$ cat src/rtl/ifu_axi_pkg.sv
`default_nettype none
// ============================================================================
//  Module      : ifu_axi_pkg
//  Description : Shared types and AXI response codes for the IFU fetch bridge.
//  Revision    : 1.0 - initial release
// ============================================================================
package ifu_axi_pkg;

  // Fetch bridge states; explicit 3-bit encoding
  typedef enum logic [2:0] {
    ST_IDLE = 3'd0,
    ST_AR   = 3'd1,
    ST_R    = 3'd2,
    ST_HOLD = 3'd3,
    ST_DROP = 3'd4
  } fetch_state_t;

  // AXI4 read response encodings
  localparam logic [1:0] RESP_OKAY   = 2'b00;
  localparam logic [1:0] RESP_EXOKAY = 2'b01;
  localparam logic [1:0] RESP_SLVERR = 2'b10;
  localparam logic [1:0] RESP_DECERR = 2'b11;

endpackage
`default_nettype wire

$ cat src/rtl/ifu_axi_fetch.sv
`default_nettype none
// ============================================================================
//  Module      : ifu_axi_fetch
//  Description : Turns IFU fetch requests into single-beat AXI4-Lite reads,
//                returns the word on an rvalid/ready handshake and discards
//                in-flight fetches on pipeline redirect (flush).
//  Revision    : 1.0 - initial release
// ============================================================================
module ifu_axi_fetch
  import ifu_axi_pkg::*;
#(
  parameter int ADDR_W = 32,
  parameter int DATA_W = 32   // only 32 is supported
) (
  input  logic              clk,
  input  logic              rst_n,
  // IFU side
  input  logic              i_req,
  input  logic [ADDR_W-1:0] i_pc,
  input  logic              i_flush,
  input  logic              i_ready,
  output logic              o_rvalid,
  output logic [DATA_W-1:0] o_rdata,
  output logic              o_rerr,
  // AXI4-Lite read master
  output logic [ADDR_W-1:0] o_m_araddr,
  output logic              o_m_arvalid,
  input  logic              i_m_arready,
  input  logic [DATA_W-1:0] i_m_rdata,
  input  logic [1:0]        i_m_rresp,
  input  logic              i_m_rvalid,
  output logic              o_m_rready
);

  fetch_state_t      r_state;
  fetch_state_t      w_state_nxt;
  logic              r_drop_pend;
  logic [ADDR_W-1:0] r_araddr;
  logic [DATA_W-1:0] r_rdata;
  logic              r_rerr;

  logic              w_fetch;
  logic              w_misaligned;

  assign w_fetch      = i_req & ~i_flush;
  assign w_misaligned = |i_pc[1:0];

  // State register
  always_ff @(posedge clk or negedge rst_n) begin
    if (!rst_n) begin
      r_state <= ST_IDLE;
    end else begin
      r_state <= w_state_nxt;
    end
  end

  // Next-state decode; an AR already presented is never retracted, so a
  // flush seen in AR is remembered and resolved when the address is accepted
  always_comb begin
    w_state_nxt = r_state;
    unique case (r_state)
      ST_IDLE: begin
        if (w_fetch) begin
          w_state_nxt = w_misaligned ? ST_HOLD : ST_AR;
        end
      end
      ST_AR: begin
        if (i_m_arready) begin
          w_state_nxt = (i_flush | r_drop_pend) ? ST_DROP : ST_R;
        end
      end
      ST_R: begin
        if (i_m_rvalid) begin
          w_state_nxt = i_flush ? ST_IDLE : ST_HOLD;
        end else if (i_flush) begin
          w_state_nxt = ST_DROP;
        end
      end
      ST_DROP: begin
        if (i_m_rvalid) begin
          w_state_nxt = ST_IDLE;
        end
      end
      ST_HOLD: begin
        // a handshake wins over a simultaneous flush
        if (i_ready | i_flush) begin
          w_state_nxt = ST_IDLE;
        end
      end
      default: w_state_nxt = ST_IDLE;
    endcase
  end

  // Output decode from state only: no combinational path from IFU inputs
  always_comb begin
    o_m_arvalid = (r_state == ST_AR);
    o_m_rready  = (r_state == ST_R) || (r_state == ST_DROP);
    o_rvalid    = (r_state == ST_HOLD);
  end

  // Sticky record of a flush seen while the address was still unaccepted
  always_ff @(posedge clk or negedge rst_n) begin
    if (!rst_n) begin
      r_drop_pend <= 1'b0;
    end else if (w_state_nxt == ST_IDLE) begin
      r_drop_pend <= 1'b0;
    end else if ((r_state == ST_AR) && i_flush) begin
      r_drop_pend <= 1'b1;
    end
  end

  // Address latch on issue; result latch on fault or accepted read beat
  always_ff @(posedge clk or negedge rst_n) begin
    if (!rst_n) begin
      r_araddr <= '0;
      r_rdata  <= '0;
      r_rerr   <= 1'b0;
    end else begin
      if ((r_state == ST_IDLE) && w_fetch) begin
        if (w_misaligned) begin
          r_rdata <= '0;
          r_rerr  <= 1'b1;
        end else begin
          r_araddr <= i_pc;
        end
      end
      if ((r_state == ST_R) && i_m_rvalid && !i_flush) begin
        r_rdata <= i_m_rdata;
        r_rerr  <= (i_m_rresp != RESP_OKAY);
      end
    end
  end

  assign o_m_araddr = r_araddr;
  assign o_rdata    = r_rdata;
  assign o_rerr     = r_rerr;

endmodule
`default_nettype wire

$ cat config.mk
export PLATFORM = sky130hd
export DESIGN_NAME = ifu_axi_fetch
export DESIGN_NICKNAME = d
export VERILOG_FILES = /design/src/rtl/ifu_axi_pkg.sv /design/src/rtl/ifu_axi_fetch.sv
export SDC_FILE = /design/constraint.sdc
export NUM_CORES = 1
export LEC_CHECK = 0
export CAP_MARGIN = 20
export CORE_MARGIN = 2
export CORE_UTILIZATION = 39
export DETAILED_ROUTE_END_ITERATION = 10
export PLACE_DENSITY = 0.8
export SYNTH_ARGS = -nofsm -noshare
export SYNTH_HDL_FRONTEND = slang
export SYNTH_SLANG_ARGS = --single-unit
$ cat constraint.sdc
create_clock -name clk -period 1.75 [get_ports clk]
set_input_delay 0.525 -clock clk [delete_from_list [all_inputs] [get_ports clk]]
set_output_delay 0.525 -clock clk [all_outputs]
set_load 0.005 [all_outputs]
==> implementation parameters <==
Parameter                              Value

Power
  Total power of the final layout    0.00684 W
  Leakage Power    ~2.4 nW
  Peak supply drop    around 800 uV
  Total power per unit cell area    1450 mW/mm2

Setup path
  CP max stage cell    sky130_fd_sc_hd__dfrtp_2
  Required time of the worst setup path    1.22 ns
  WP buf/inv    2
  CP Data Arrival Time    between 1 and 1.5 ns
  Crit. End Element    primary output
  Most frequent cell on the critical path    sky130_fd_sc_hd__buf_6
  Critical path, cell by cell    and2b_1, buf_6, o21ba_4, buf_6
  Highest net fanout along the worst path    3
  Sort of element at the start of the critical path    flip-flop
  CP peak stage delay    between 0.4 and 0.5 ns
  Reg2reg start    r_state[1]$_DFF_PN0_
  Top delay family on crit path    flip-flops
  Worst R2R Path Depth    8
  Endpoint of the worst register-to-register path    o_m_araddr[12]$_DFFE_PN0P_
  Worst Setup Path Type    flip-flop to primary output
  FF-to-FF setup slack    -0.05 ns

Floorplanning
  I/O pins    141
  Core ar.    0.00646 mm2
  Die width    86.3 um
  Area of the die    ~0.0075 mm2
  Site Rows    29
  Initial Util    roughly 40%
  Die H    86.3 um

Outcome
  Status    finished, violations left
  Violated checks    negative setup slack

Yosys
  FF+latch count, synth    69
  Cell area after synthesis    roughly 0.0026 mm2
  Synthesized area per cell    14.9 um2
  List of most frequent post-synthesis cells    sky130_fd_sc_hd__dfrtp_1, sky130_fd_sc_hd__a22o_1, sky130_fd_sc_hd__mux2_2
  Dominant register cell in the synthesized netlist    sky130_fd_sc_hd__dfrtp_1
  Share of synthesized area occupied by flip-flops and latches    between 60% and 70%
  Post-synth net total    250
  Largest area contributor in the netlist    sky130_fd_sc_hd__dfrtp_1
  YS warnings    0
  Post-Syn Instances    177
  Post-synth EDFFs    0
  Share of flip-flops with an asynchronous set or reset after synthesis    100%
  Distinct cell type count of the synthesized netlist    25
  Fraction of synthesized cell area taken by the top area cell type    65.3%
  Leading cell type by number of instances after synthesis    sky130_fd_sc_hd__dfrtp_1
  Top cells by area, synth    sky130_fd_sc_hd__dfrtp_1, sky130_fd_sc_hd__mux2_2, sky130_fd_sc_hd__a22o_1

Placement
  Placed standard-cell area    0.00421 mm2
  Number of port buffers    between 100 and 150
  Half-perimeter wire length after detailed placement    4620 um
  Routability cong.    0.803

Hold path
  Path category of the worst min-delay check    input port to asynchronous set/reset pin

Global route
  Global-route total usage across every layer    18.4%
  Wire length of the first global-routing pass    10700 um
  GR met3 Demand/Resource    under 10%
  GR Util met1    23.8%
  GR peak layer    met2
  GR Util met2    28.9%
  Pin count of the biggest net entering global routing    70
  Vias in the first global route    2189
  Leftover overflow at the end of global routing    0
  Number of antenna violations at the first check in global routing    0

Clock network
  Post-CTS clock slew at the launch and capture registers of the worst setup and hold paths    0.07 ns
  Latest clock arrival within the worst-skew pair    0.32 ns
  Number of sinks driven by the clock tree    approximately 70
  TritonCTS Buffers    9
  Maximum clock insertion buffer count    2
  CTS H-tree lvls    3
  Root Driver    sky130_fd_sc_hd__clkbuf_8
  Clock tree from TritonCTS    built

Timing
  Slew Viols, Final    0
  Setup Total Neg Slack    -1.91 ns
  Fin worst setup slack    -0.115 ns
  Final worst clock skew    0.00664 ns
  Max Clk Rate    0.536 GHz
  Finish-stage setup viols    60
  Worst max-slew margin expressed relative to the limit    about three quarters
  WHS    ~0.21 ns
  Pin slew with the least headroom to its limit    between 0.3 and 0.4 ns
  Setup repair after global routing missed its margin    true
  Total count of hold-check failures in the final report    0
  Final worst path period share    107%
  Min Clock Period, post-route    1.86 ns

Routing
  Via density per instance    ~5
  Overall routed net length    about 7300 um
  Routed WL per cell    16.8 um
  Iteration-0 DRC Markers    32
  Antenna-violating nets left    0
  Number of remaining DRC errors    0
  Total number of vias    approximately 2200
  Length of the first detailed-routing pass in iterations    4

Job
  Number of violations of the max-capacitance limit    0

Cells and area
  Growth of design area from synthesis to finish    77.9%
  Antenna diode instance count    0
  Number of nets in the layout    426
  Core utilization of the finished layout    ~73%
  Area of all placed cells without fillers    0.00470 mm2
  Fraction of final layout cells with drive strength greater than 1    between 20 and 30%
[area by class of cell]
type                       instances  area (um2)
sequential                        69        1730
timing repair buffer             172        1780
tap                               77        96.3
inverter                           4        15.0
fill                             443        1760
clock inverter                     2        10.0
multi-input combinational         97         916
clock buffer                      12         155
[state kept, by name, indices dropped and copies added (netlist names)]
signal,cells
r_drop_pend,1
o_rerr,1
o_m_araddr,32
r_state,3
o_rdata,32
[repair_timing]
| action | 4_1_cts | 5_1_grt |
|---|---|---|
| cloned | 0 | 5 |
| resized for setup | 24 | 45 |
| setup buffers | 7 | 13 |
| endpoints found under the setup margin | 5 | 99 |
| pin swaps | 4 | 8 |
| hold buffers | 0 | 0 |
[how the worst max path moves through the flow]
stage / startpoint / endpoint / slack, ns / depth (start not counted)
floorplan: i_req / o_m_araddr[10]$_DFFE_PN0P_ / 0.24 / 4
global placement: i_flush / o_rdata[19]$_DFFE_PN0P_ / -0.20 / 6
detailed placement: i_flush / o_rdata[15]$_DFFE_PN0P_ / -0.23 / 6
CTS: r_state[1]$_DFF_PN0_ / o_m_rready / -0.11 / 4
global route: r_state[2]$_DFF_PN0_ / o_m_rready / -0.16 / 4
finish: r_state[1]$_DFF_PN0_ / o_m_rready / -0.11 / 4
[cell usage in the layout (no fill, tap or decap), types with 4 or more instances in the layout]
| cell type | instances |
|---|---|
| sky130_fd_sc_hd__a22o_1 | 32 |
| sky130_fd_sc_hd__and2_4 | 6 |
| sky130_fd_sc_hd__buf_4 | 21 |
| sky130_fd_sc_hd__buf_6 | 9 |
| sky130_fd_sc_hd__clkbuf_8 | 11 |
| sky130_fd_sc_hd__clkdlybuf4s50_1 | 107 |
| sky130_fd_sc_hd__dfrtp_1 | 67 |
| sky130_fd_sc_hd__dlymetal6s2s_1 | 27 |
| sky130_fd_sc_hd__inv_1 | 4 |
| sky130_fd_sc_hd__mux2_2 | 30 |
[where the power goes]
| group | switching [W] | internal, W | total, W |
|---|---|---|---|
| registers | 0.000377 | 0.00227 | 0.00264 |
| logic | 0.000978 | 0.00212 | 0.00310 |
| clock network | 0.000522 | 0.000572 | 0.00109 |
[layer usage]
layer / up-vias / part of all wire [%] / wire [um]
li1: 995 / - / -
met3: 9 / 8.8 / 643
met2: 105 / 49 / 3600
met5: - / 0 / 0
met1: 1080 / 41 / 2990
met4: 0 / 0.82 / 60
[worst register-to-register path, delay by kind of cell (launching register included)]
kind                   cells  cell delay [ns]
buffers and inverters      5             0.67
muxes                      1             0.30
DFF                        1             0.43
and+or+nand+nor            2             0.28
[through the flow]
stage | setup WS, ns | std cells
global placement | -0.204 | 397
detailed placement | -0.232 | 397
floorplan | 0.235 | 177
CTS | -0.106 | 417
finish | -0.115 | 433
global route | -0.165 | 433
[cells by family after synthesis]
family	Yosys count	synth area share, %
AND/OR/NAND/NOR	21	4.92
flip-flops	69	65.3
multiplexers	30	12.8
buffers and inverters	15	3.60
AO/OA/AOI/OAI	42	13.4
Note: power is estimated with default switching activity, not from simulation.
